### src/rtl/ex_div_unit.sv
// Iterative 32-bit restoring divider for div.w/div.wu/mod.w/mod.wu in EX.
// 33 cycles from accepted request to div_done; result held until div_ack, flush aborts.
module ex_div_unit (
  input  logic        clk,
  input  logic        reset,
  input  logic        div_req,
  input  logic        div_signed,
  input  logic [31:0] div_src1,
  input  logic [31:0] div_src2,
  input  logic        div_ack,
  input  logic        div_flush,
  output logic        div_busy,
  output logic        div_done,
  output logic [31:0] div_quo,
  output logic [31:0] div_rem
);

  typedef enum logic [1:0] {S_IDLE, S_RUN, S_DONE} state_t;

  state_t      state_q, state_d;
  logic [32:0] prem;
  logic [31:0] dvd;
  logic [31:0] dvs;
  logic [31:0] src1_raw;
  logic [4:0]  cnt;
  logic        q_neg, r_neg, div0;

  logic [31:0] a_mag, b_mag;
  logic [32:0] shifted, trial, prem_nxt;
  logic        qbit;
  logic [31:0] dvd_nxt, quo_fin, rem_fin;

  always_ff @(posedge clk) begin
    if (reset) state_q <= S_IDLE;
    else       state_q <= state_d;
  end

  always_comb begin
    state_d = state_q;
    case (state_q)
      S_IDLE:  if (div_req) state_d = S_RUN;
      S_RUN:   if (cnt == 5'd31) state_d = S_DONE;
      S_DONE:  if (div_ack) state_d = S_IDLE;
      default: state_d = S_IDLE;
    endcase
    if (div_flush) state_d = S_IDLE;
  end

  // Operand magnitudes; only signed ops get the absolute value.
  always_comb begin
    a_mag = (div_signed & div_src1[31]) ? (~div_src1 + 32'd1) : div_src1;
    b_mag = (div_signed & div_src2[31]) ? (~div_src2 + 32'd1) : div_src2;
  end

  // One restoring step: shift in the next dividend bit, try to subtract divisor.
  always_comb begin
    shifted  = {prem[31:0], dvd[31]};
    trial    = shifted - {1'b0, dvs};
    qbit     = ~trial[32];
    prem_nxt = qbit ? trial : shifted;
    dvd_nxt  = {dvd[30:0], qbit};
    quo_fin  = div0 ? 32'hFFFF_FFFF : (q_neg ? (~dvd_nxt + 32'd1) : dvd_nxt);
    rem_fin  = div0 ? src1_raw
                    : (r_neg ? (~prem_nxt[31:0] + 32'd1) : prem_nxt[31:0]);
  end

  always_ff @(posedge clk) begin
    if (reset) begin
      prem     <= '0;
      dvd      <= '0;
      dvs      <= '0;
      src1_raw <= '0;
      cnt      <= '0;
      q_neg    <= 1'b0;
      r_neg    <= 1'b0;
      div0     <= 1'b0;
      div_quo  <= '0;
      div_rem  <= '0;
    end else if (!div_flush) begin
      case (state_q)
        S_IDLE: if (div_req) begin
          dvd      <= a_mag;
          dvs      <= b_mag;
          src1_raw <= div_src1;
          q_neg    <= div_signed & (div_src1[31] ^ div_src2[31]);
          r_neg    <= div_signed & div_src1[31];
          div0     <= (div_src2 == 32'd0);
          prem     <= '0;
          cnt      <= '0;
        end
        S_RUN: begin
          prem <= prem_nxt;
          dvd  <= dvd_nxt;
          cnt  <= cnt + 5'd1;
          if (cnt == 5'd31) begin
            div_quo <= quo_fin;
            div_rem <= rem_fin;
          end
        end
        default: ;
      endcase
    end
  end

  assign div_busy = (state_q == S_RUN) | ((state_q == S_IDLE) & div_req & ~div_flush);
  assign div_done = (state_q == S_DONE);

endmodule

### config.mk
export PLATFORM = sky130hd
export DESIGN_NAME = ex_div_unit
export DESIGN_NICKNAME = d
export VERILOG_FILES = /design/src/rtl/ex_div_unit.sv
export SDC_FILE = /design/constraint.sdc
export NUM_CORES = 1
export LEC_CHECK = 0
export CORE_MARGIN = 3
export CORE_UTILIZATION = 54
export CTS_BUF_LIST = sky130_fd_sc_hd__clkbuf_2 sky130_fd_sc_hd__clkbuf_4 sky130_fd_sc_hd__clkbuf_8
export DETAILED_ROUTE_END_ITERATION = 8
export GPL_ROUTABILITY_DRIVEN = 0
export PLACE_DENSITY = 0.87
export SETUP_SLACK_MARGIN = 0.05
export SLEW_MARGIN = 25
export SYNTH_ARGS = -nofsm -noshare
export SYNTH_HDL_FRONTEND = slang
export SYNTH_SLANG_ARGS = --single-unit
### constraint.sdc
create_clock -name clk -period 5.39 [get_ports clk]
set_clock_uncertainty 0.2 [all_clocks]
set_input_delay 1.3475 -clock clk [delete_from_list [all_inputs] [get_ports clk]]
set_output_delay 1.3475 -clock clk [all_outputs]
set_load 0.01 [all_outputs]
# After elaboration in Yosys (flattened, before gate mapping)
# Cells that the tools add are included.
dict set report classes {
  add_sub_neg 6
  n_eq_ne 6
  n_mux 17
  bitwise 13
  n_reduce_logical 8
}
# op n
set ops {}
lappend ops {{32-bit 2-to-1 mux} 9}
lappend ops {{32-bit by 1-bit adder with 32-bit output, second input constant} 4}
lappend ops {{32-bit NOT} 4}
lappend ops {{32-bit one-hot mux with 2 select lines} 2}
lappend ops {{33-bit by 32-bit subtractor with 33-bit output} 1}
lappend ops {{32-bit logical NOT} 1}
lappend ops {{3-bit AND reduction} 4}
lappend ops {{5-bit one-hot mux with 2 select lines} 1}
lappend ops {{2-bit 2-to-1 mux} 3}
lappend ops {{2-bit inequality test, second input constant} 3}
lappend ops {{2-bit one-hot mux with 3 select lines} 1}
lappend ops {{5-bit by 1-bit adder with 5-bit output, second input constant} 1}
lappend ops {{1-bit bitwise AND} 5}
lappend ops {{5-bit == test, second input constant} 1}
lappend ops {{5-bit 2-to-1 mux} 1}
lappend ops {{2-bit by 1-bit == test with 1-bit output, second input constant} 1}
lappend ops {{2-bit == test, second input constant} 1}
lappend ops {{2-bit logical NOT} 1}
lappend ops {{1-bit NOT} 2}
lappend ops {{2-bit nonzero test} 1}
lappend ops {{2-bit OR reduction} 1}
lappend ops {{1-bit bitwise OR} 1}
lappend ops {{1-bit XOR} 1}
dict set report word_totals {
  reg_bits 202
  inputBits 70
  output_inout_bits 66
  wordCells 61
}

# Logic depth before layout (Yosys ltp)
dict set report logic_depth {
  ltp_word 6
  mapped_depth 27
  depth_no_buf 23
}

# Least setup slack after synthesis
# No wires, ideal clock.
dict set report synth_timing {
  path_kind {register -> register}
  from {reg dvd[31]}
  to {reg div_rem[20]}
  setup_ns 0.074
  t_arrival_ns 5.215
  required_time_ns 5.116
  path_slack_ns -0.100
  path_stages_with_launch 26
  n_path_buf 4
  synth_period_minus_slack_ns 5.490
  path_cell_list {dfxtp_1 > inv_1 > ha_1 > inv_1 > fa_1 > a211oi_2 > o211ai_2 > a31oi_4 > a211oi_1 > or3_1 > buf_6 > nand2_8 > buf_2 > buf_2 > buf_2 > nand2_1 > o21ai_0 > ha_1 > nand2_1 > or4_4 > or3_4 > o41a_4 > o41ai_2 > xnor2_1 > nand2_1 > a31oi_1}
}
dict set report synth_via {
  elab_chain_cells 6
}
# item line
set synth_rtl {}
lappend synth_rtl {{start, declared} 22} ;# logic [31:0] dvd;
lappend synth_rtl {{start signal, assigned} 82} ;# dvd <= a_mag;
lappend synth_rtl {{start signal, assigned} 93} ;# dvd <= dvd_nxt;
lappend synth_rtl {{33-bit by 32-bit subtractor with 33-bit output} 58} ;# trial = shifted - {1'b0, dvs};
lappend synth_rtl {{32-bit 2-to-1 mux *} 60} ;# prem_nxt = qbit ? trial : shifted;
lappend synth_rtl {{32-bit NOT} 64} ;# : (r_neg ? (~prem_nxt[31:0] + 32'd1) : prem_nxt[31:0]);
lappend synth_rtl {{32-bit by 1-bit adder with 32-bit output} 64}
lappend synth_rtl {{32-bit 2-to-1 mux *} 64}
lappend synth_rtl {{32-bit 2-to-1 mux *} 63} ;# rem_fin = div0 ? src1_raw
lappend synth_rtl {{end signal, assigned} 97} ;# div_rem <= rem_fin;
lappend synth_rtl {{end, declared} 15} ;# output logic [31:0] div_rem
# Every way passes the cells marked *; elsewhere a longest branch is shown, timed or not.
# A chain may end at the register's enable or synchronous reset.

# Worst setup path after layout
dict set report layout_timing {
  from {reg dvd[31]}
  to {reg div_rem[26]}
}
# The elaborated chain is that of the path after synthesis.

==> impl_metrics.yaml <==
sta:
  drv_slew: 0
  fin_hold_ws_ps: 254
  fin_tns_setup_ps: 0
  setup-violations-final: 0
  hold_viol_final: 0
  max_freq_mhz: 195
  worst_pin_slew_ps: 915
  finalCriticalPeriod_ps: 5120
  relSlewSlack_pct: 38.5
  worst_slack_ps: 266
  finalCritPeriodShare_pct: 95.1
  grt_setup_unrepaired: "no"
floorplan:
  dieHeight_microns: 162
  core_sq_um: 23800
  die-area_sq_um: 26400
  num_io_pins: 136
  start_util_pct: 55.6
  core.rowCount: 56
  die_w_microns: 162
clock_tree:
  cts_buffers: 36
  cts_hold_buf: 0
  cts-htree-levels: 2
  insertion_delay_ps: 550
  cts_tree: "done"
  path_clk_slew_ps: 60
  cts_root_buf: "clkbuf_8"
  ctsLongestPathBuffers: 3
  clock-sinks: 202
pwr:
  power.share.clock_pct: 39.6
  power_frac_seq_pct: 40.2
  power_density_nw_per_um2: 254
  ir_worst_vdd_mv: 0.149
  switchingPower_mw: 1.21
  p_int_mw: 2.73
  netSwitchingFraction_pct: 30.7
  p_total_mw: 3.94
  p_leak_nw: 5.83
  combinationalPowerShare_pct: 20.2
min_path:
  hold_path.class: "flip-flop to flip-flop"
  min_from: "src1_raw[5]$_SDFFE_PP0P_"
logic_synthesis:
  synth_mux_area_share_pct: 1.49
  synth-seq-cells: 202
  syn-cell-area_sq_um: 13200
  synth-compound-area-share_pct: 27.9
  yosysSeqAreaShare_pct: 30.6
  postSynthAreaPerCell_sq_um: 7.46
  synthXorXnorAreaFrac_pct: 8.15
  synth_top_family_by_area: "compound AO/OA/AOI/OAI gates"
  synthesis.instances: 1770
  syn-num-nets: 1879
  ys.flop_type: "dfxtp_1"
  synthArstFlopShare_pct: 0
  synth_edf_count: 0
  synth_fa_ha_area_share_pct: 3.75
  yosysWarnings: 0
  synthSimpleGateAreaFrac_pct: 23.0
  synth.distinct_cells: 84
grt:
  grt_usage_pct: 29.8
  grt_overflow: 0
  grt_start_max_net_pins: 103
  grt_pass1_wl_mm: 65.2
  grt_pass1_vias: 13100
  grt_antenna_before_repair: 0
run_status:
  status: "completed"
critical_path:
  cp.required_ps: 5650
  startpoint_type: "flip-flop"
  cp_data_arrival_time_ps: 5380
  critPathKind: "flip-flop to flip-flop"
  cp_max_fo: 5
  critPathCaptureType: "flip-flop"
  r2r_start: "dvd[31]$_SDFFE_PP0P_"
  critPathLaunch: "dvd[31]$_SDFFE_PP0P_"
place:
  place_ws_ps: 194
  hpwlAfterDp_mm: 29.2
  io_buffers: 135
  placed_cells: 2131
route:
  ant_nets: 0
  routed-via-count: 13800
  post_drt_wl_per_cell_microns: 18.4
  wl_mm: 40.5
  drt_first_iter_violations: 1557
  avgViaCountPerCell: 6.27
  dr.pass1.iters: 9
  drc: 0
cells_and_area:
  final_nets: 1961
  area_growth_pct: 17.5
  fin_cells: 2195
  diodes: 0
  layout-drive-gt1-share_pct: 7.62
flow_run:
  cap_violations: 0
[area by class of cell]
class / instances / area (sq um)
clock inverter: 10 / 113
multi-input combinational: 1398 / 8550
clock buffer: 52 / 659
inverter: 52 / 195
tap: 319 / 399
fill: 1941 / 8230
sequential: 202 / 4050
timing repair buffer: 162 / 1560
[cell usage in the layout (no fill, tap or decap), drive strengths merged, types with 9 or more instances in the layout]
cell type / instances
nand2b: 13
a211oi: 66
a31oi: 17
or4: 20
o31ai: 27
a21o: 16
and3: 10
clkbuf: 52
xor2: 68
nor3: 39
inv: 54
a21oi: 184
mux2i: 14
and2: 13
o21ai: 116
nand3: 31
o21a: 15
buf: 28
o41ai: 19
or3: 36
a311oi: 19
or2: 9
dfxtp: 202
o211ai: 10
a22oi: 22
ha: 38
nand2: 213
clkdlybuf4s50: 134
nor2: 215
o22ai: 13
xnor2: 54
nor4: 16
[cell usage after synthesis (34+ instances only)]
library cell / count / area (sq um)
a211oi_1: 65 / 488
a21oi_1: 184 / 921
clkbuf_1: 98 / 368
dfxtp_1: 202 / 4040
ha_1: 38 / 475
inv_1: 51 / 191
nand2_1: 212 / 796
nor2_1: 214 / 803
nor3_1: 37 / 185
o21ai_0: 99 / 495
or3_1: 34 / 213
xnor2_1: 53 / 464
xor2_1: 68 / 596
[sequential cells by signal (all words and copies together) (netlist names)]
signal    cells
state_q       2
div_quo      32
div0          1
div_rem      32
dvd          32
r_neg         1
dvs          32
cnt           5
src1_raw     32
prem         32
q_neg         1
[layer usage]
metal | global-route usage (%) | share of wire (%) | wire length [microns] | vias to the layer above
li1 | - | - | - | 6544
met1 | 40.2 | 41 | 16600 | 6340
met2 | 47.4 | 45 | 18200 | 743
met3 | 5.72 | 10 | 4110 | 145
met4 | 11.5 | 3.9 | 1570 | 0
met5 | 0 | 0 | 0 | -
[power groups by stage]
stage	combinational, mW	clock, mW	sequential (mW)
floorplan	0.542	0	1.60
detailed placement	0.761	0	1.61
global route	0.868	1.63	1.59
finish	0.798	1.56	1.58
CTS	0.769	1.57	1.58
global placement	0.740	0	1.61
[repair_timing]
action                     in CTS  in global routing
resized for setup               0                 10
buffers inserted                0                  2
setup endpoints to repair       0                 11
[through the flow]
| step | util, % | cell area, sq um |
|---|---|---|
| floorplan | - | 13200 |
| global placement | 61.8 | 14700 |
| detailed placement | 61.8 | 14700 |
| CTS | 65.1 | 15500 |
| global route | 65.3 | 15500 |
| finish | 65.3 | 15500 |
[worst paths after layout]
path	endpoint	slack, ps	cells past startpoint
setup / recovery	div_rem[26]$_SDFFE_PP0P_	270	20
hold / removal	src1_raw[5]$_SDFFE_PP0P_	250	2
setup reg to reg	div_rem[26]$_SDFFE_PP0P_	270	20
hold reg to reg	src1_raw[5]$_SDFFE_PP0P_	250	2
[worst max-delay path: stages (launching register included)]
cell      delay (ps)
dfxtp_1          320
inv_1             70
ha_1             160
inv_1             60
fa_2             410
a211oi_4         310
o211ai_2         140
a31oi_4          200
a211oi_1         130
or3_4            440
nand2_8          110
mux2i_4          240
ha_2             230
nand2_1           70
or4_4            430
or3_4            360
o41ai_2          350
o211ai_1         220
o21ai_1          210
xnor2_1          100
a221oi_2         230
[kinds of logic after synthesis]
group | Yosys count
and+or+nand+nor | 649
AOI/OAI and AO/OA | 569
DFF | 202
buffers and inverters | 170
xor gates and xnor gates | 122
adders and majority gates | 39
muxes | 19
(Power assumes the default switching activity.)
